--- config.mk ---
export PLATFORM = sky130hd
export DESIGN_NAME = reorder_queue_ooo
export DESIGN_NICKNAME = d
export VERILOG_FILES = /design/src/rtl/reorder_queue_ooo.sv
export SDC_FILE = /design/constraint.sdc
export NUM_CORES = 2
export LEC_CHECK = 0
export CELL_PAD_IN_SITES_DETAIL_PLACEMENT = 0
export CELL_PAD_IN_SITES_GLOBAL_PLACEMENT = 2
export CORE_MARGIN = 5
export CORE_UTILIZATION = 33
export DETAILED_ROUTE_END_ITERATION = 16
export PLACE_DENSITY_LB_ADDON = 0.1
export SYNTH_ARGS = -nofsm -noshare
export SYNTH_HDL_FRONTEND = slang
export SYNTH_SLANG_ARGS = --single-unit
--- constraint.sdc ---
create_clock -name clk -period 16.2 [get_ports clk]
set_input_delay 3.24 -clock clk [delete_from_list [all_inputs] [get_ports clk]]
set_output_delay 3.24 -clock clk [all_outputs]
set_load 0.03 [all_outputs]
--- src/rtl/reorder_queue_ooo.sv ---
// reorder_queue_ooo: per-port reorder buffer that issues sequential tags, accepts tagged
// responses out of order and releases them strictly in allocation order.
// Optional simulation checks: define REORDER_QUEUE_ASSERT_EN.
module reorder_queue_ooo #(
    parameter int WIDTH = 70,
    parameter int DEPTH = 32,
    localparam int TAG_BITS = $clog2(DEPTH) + 1
) (
    input  logic                clk,
    input  logic                rst,
    input  logic                rd_en,
    output logic [TAG_BITS-1:0] index_tag,
    output logic                full,
    input  logic                wr_en,
    input  logic [WIDTH-1:0]    d,
    output logic [WIDTH-1:0]    q,
    output logic                valid,
    input  logic                stall
);
    localparam int IDX = TAG_BITS - 1;

    logic [TAG_BITS-1:0] head, tail, count, wr_off;
    logic [WIDTH-1:0]    storage [DEPTH];
    logic [DEPTH-1:0]    occupied, occ_next;
    logic [IDX-1:0]      head_slot, wr_slot;
    logic                alloc, wr_ok, rel;

    assign count     = tail - head;
    assign full      = count == TAG_BITS'(DEPTH);
    assign index_tag = tail;
    assign alloc     = rd_en && !full;
    assign wr_off    = d[TAG_BITS-1:0] - head;
    assign wr_ok     = wr_en && (wr_off < count);
    assign head_slot = head[IDX-1:0];
    assign wr_slot   = d[IDX-1:0];
    assign rel       = occupied[head_slot] && !stall;

    // Occupancy update; a release of the same slot wins so no stale bit survives head moving on
    always_comb begin
        occ_next = occupied;
        if (wr_ok) occ_next[wr_slot] = 1'b1;
        if (rel) occ_next[head_slot] = 1'b0;
    end

    // Response storage, written only for in-window tags
    always_ff @(posedge clk) begin
        if (wr_ok) storage[wr_slot] <= d;
    end

    // Pointers, occupancy and registered release output
    always_ff @(posedge clk) begin
        if (rst) begin
            head     <= '0;
            tail     <= '0;
            occupied <= '0;
            valid    <= 1'b0;
            q        <= '0;
        end else begin
            if (alloc) tail <= tail + TAG_BITS'(1);
            if (rel) head <= head + TAG_BITS'(1);
            if (rel) q <= storage[head_slot];
            valid    <= rel;
            occupied <= occ_next;
        end
    end

`ifdef REORDER_QUEUE_ASSERT_EN
    // Simulation-only protocol checks; report and continue
    always_ff @(posedge clk) begin
        if (!rst) begin
            if (rd_en && full) $display("%t %m: rd_en while full", $time);
            if (wr_en && !wr_ok) $display("%t %m: wr_en tag %0d outside window", $time, d[TAG_BITS-1:0]);
            if (wr_ok && occupied[wr_slot]) $display("%t %m: wr_en to occupied slot %0d", $time, wr_slot);
        end
    end
`endif
endmodule

==> results.txt <==
Die H: 531 um
# setup viols final: 0
DP Worst Slack: 6670 ps
PnR Total Power: 0.0129 W
reg-to-reg startpoint: head[1]$_SDFFE_PP0P_
r2r setup slk: 9280 ps
Area contributors post-synth: edfxtp_1, mux2i_1, o22ai_1
ratio of cells with drive above 1 in the final layout: 0.112
Register Area: 69,600 um^2
Via density: 5.28
Critical Path End Type: flop
area leader, netlist: edfxtp_1
cell breakdown of the critical path: clkdlybuf4s50_1 > buf_4 > ha_1 > a21o_1 > a21o_1 > a21o_1 > a21oi_1 > xnor2_1 > ha_1 > a31oi_1 > nor2b_1 > nand3_1 > nor2_4 > buf_4 > buf_4
DR iter-0 viols: 4,508
CP Launch Type: input port
Seq/Total Area, Yosys: 0.778
Clock Latency Late Sink: 840 ps
buffer count from post-CTS setup fixing: 0
WP buf/inv: 4
top cells by count, synth: edfxtp_1, mux2i_1, o22ai_1
Tcrit/Tclk final: 0.534
critical path's top delay family: buffers and inverters
Distinct cells, synth: 48
total of max-cap violations: 0
number of synthesized register bits: 2,355
# placed instances: 8,537
Final Hold Fails: 0
ANT nets after route: 0
final worst slack: 7550 ps
Synth Net Count: 5,017
Post-CTS Hold Fix Bufs: 0
Synth Area in Simple Gates: 0.0210
row count: 191
first-pass GRT wire length: 401 mm
Crit. Startpoint: d[1]
synth warn: 0
DRT Wirelength: 291 mm
Levels on crit path: 15
WHS Path Cells: 2
P_sw: 0.00263 W
Pint: 0.0103 W
XOR/XNOR Fraction of Synth Area: 0.000980
width of the chip: 531 um
Non-Filler Instances: 9,029
routed length per instance: 32.2 um
largest family of logic cells by synthesized area: multiplexers
post-synthesis adder-cell area fraction: 0.00325
largest net degree at the start of global routing: 114
Critical R2R Capture: q[38]$_SDFFE_PP0P_
full die area: 281,000 um^2
crit path to: storage[26][26]$_DFFE_PP_
Initial Util: 0.331
FILL cells: 24.6k
final total negative setup slack: 0 ps
worst path required time: 16,640 ps
Synth async-reset ratio: 0
sequential power share: 0.519
worst rel slew slack: 0.130
critical path class: in2reg
Setup Skew: 57.9 ps
peak supply drop: 86.5 uV
Max clock buf depth: 4
synth-to-layout area growth: 16.9%
initial antenna violation count: 15
status: finished clean
# port buffers: 152
crit path max-delay cell type: nor2_4
clock network fraction of total power: 0.463
drt pass-1 iters: 7
measured slew at the worst slew-check pin: 1300 ps
Mapped Cells: 4,920
Worst Reg-to-Reg Cells: 9
number of synthesized flops with an enable pin: 2,240
footprint of the multi-input gates: 18,800 um^2
GRT Util Overall: 0.202
minimum clock period: 8650 ps
HP Class: reg2reg
clk sinks: 2,355
most frequent cell after synthesis: edfxtp_1
Cell Area, Synth: 89,400 um^2
fmax: 116 MHz
io pins: 153
vias in the first global route: 48.0k
Clk pin slew, worst setup/hold paths: 60 ps
GPL Wtd Cong: 0.725
max-slew violations: 0
CP max stage delay: 1020 ps
Post-DP HPWL: 155 mm
grt ovf: 0
TritonCTS buffer count: 274
Post-route DRC: 0
H-tree depth: 5
Final Util: 0.387
leakage: 30.3 nW
share of the synthesized area in the top cell type: 0.752
predominant post-synthesis flop cell: edfxtp_1
multiplexer area fraction after synthesis: 0.128
Synth Area in Compound Gates: 0.0538
nets: 5,340
sw frac: 0.204
RSZ-0062 raised after global routing: no
CTS tree: built
clk root buf: clkbuf_16
CORE AREA: 270,000 um^2
Comb power frac: 0.018
Worst EP arrival: 9090 ps
via count: 47.7k
critical path fanouts, max: 42
PostCTS Resize Cnt: 0
PwrDens: 124 nW/um^2
Avg Inst Size Synth: 18.2 um^2
-- metal layers --
| metal | global-route usage | part of all wire |
|---|---|---|
| met3 | 0.0267 | 0.045 |
| met2 | 0.328 | 0.47 |
| met5 | 0 | 0 |
| met4 | 0.0365 | 0.016 |
| met1 | 0.294 | 0.47 |
-- kinds of logic (layout without fill, tap and decap cells) --
group	after synthesis	after routing
DFF	2355	2355
muxes	1143	1143
AOI/OAI and AO/OA	730	730
and+or+nand+nor	353	353
buffers and inverters	307	841
adders and majority gates	22	22
xor gates and xnor gates	10	10
other	0	5
-- through the flow --
step / area [um^2] / hold WS [ps]
floorplan: 89400 / 492
global placement: 95900 / 502
detailed placement: 95900 / 506
CTS: 104000 / 513
global route: 104000 / 524
finish: 105000 / 504
-- power by group through the flow --
| stage | combinational [W] | clock, W | sequential, W |
|---|---|---|---|
| finish | 0.000232 | 0.00597 | 0.00671 |
| global route | 0.000251 | 0.00639 | 0.00671 |
| CTS | 0.000238 | 0.00613 | 0.00671 |
| detailed placement | 0.000237 | 0 | 0.00683 |
| global placement | 0.000235 | 0 | 0.00683 |
| floorplan | 0.0000518 | 0 | 0.00684 |
-- worst min-delay path, delay by kind of cell, from the launching register on --
kind / cells / cell delay [ps]
AO/OA/AOI/OAI: 1 / 50
AND/OR/NAND/NOR: 1 / 100
flip-flops: 1 / 310
-- placed cells by master, fill, tap and decap left out, drive strengths merged, types with 7 or more instances in the layout --
cell type	Yosys	routed
clkdlybuf4s50	0	141
buf	133	199
a311oi	94	94
edfxtp	2240	2240
clkinv	0	79
nor3	16	16
inv	13	22
a21oi	36	36
ha	20	20
nor2b	8	8
bufinv	0	14
o22ai	569	569
clkbuf	161	383
xnor2	7	7
nor4	142	142
nand2	20	20
nor2	125	125
mux2i	1137	1137
a211oi	9	9
dfxtp	115	115
nand3	9	9
-- cell type report --
type	count	share of cell area
Inverter	13	0.000467
Antenna cell	5	0.000120
Clock inverter	105	0.00863
Tap cell	3570	0.0427
Clock buffer	382	0.0736
Multi-Input combinational cell	2258	0.180
Timing Repair Buffer	341	0.0288
Sequential cell	2355	0.666
-- how the worst min path moves through the flow --
stage / startpoint / endpoint / slack [ps]
final: q[14]$_SDFFE_PP0P_ / q[14]$_SDFFE_PP0P_ / 500
after global placement: occupied[5]$_SDFF_PP0_ / occupied[5]$_SDFF_PP0_ / 500
after detailed placement: q[14]$_SDFFE_PP0P_ / q[14]$_SDFFE_PP0P_ / 510
after CTS: q[14]$_SDFFE_PP0P_ / q[14]$_SDFFE_PP0P_ / 510
after floorplan: occupied[1]$_SDFF_PP0_ / occupied[1]$_SDFF_PP0_ / 490
after global routing: q[51]$_SDFFE_PP0P_ / q[51]$_SDFFE_PP0P_ / 520
-- registers in the layout (all words and copies together), names as in the netlist --
register   flops
index_tag      6
head           6
storage     2240
q             70
valid          1
occupied      32
No activity file was read; power rests on OpenSTA's default activity.
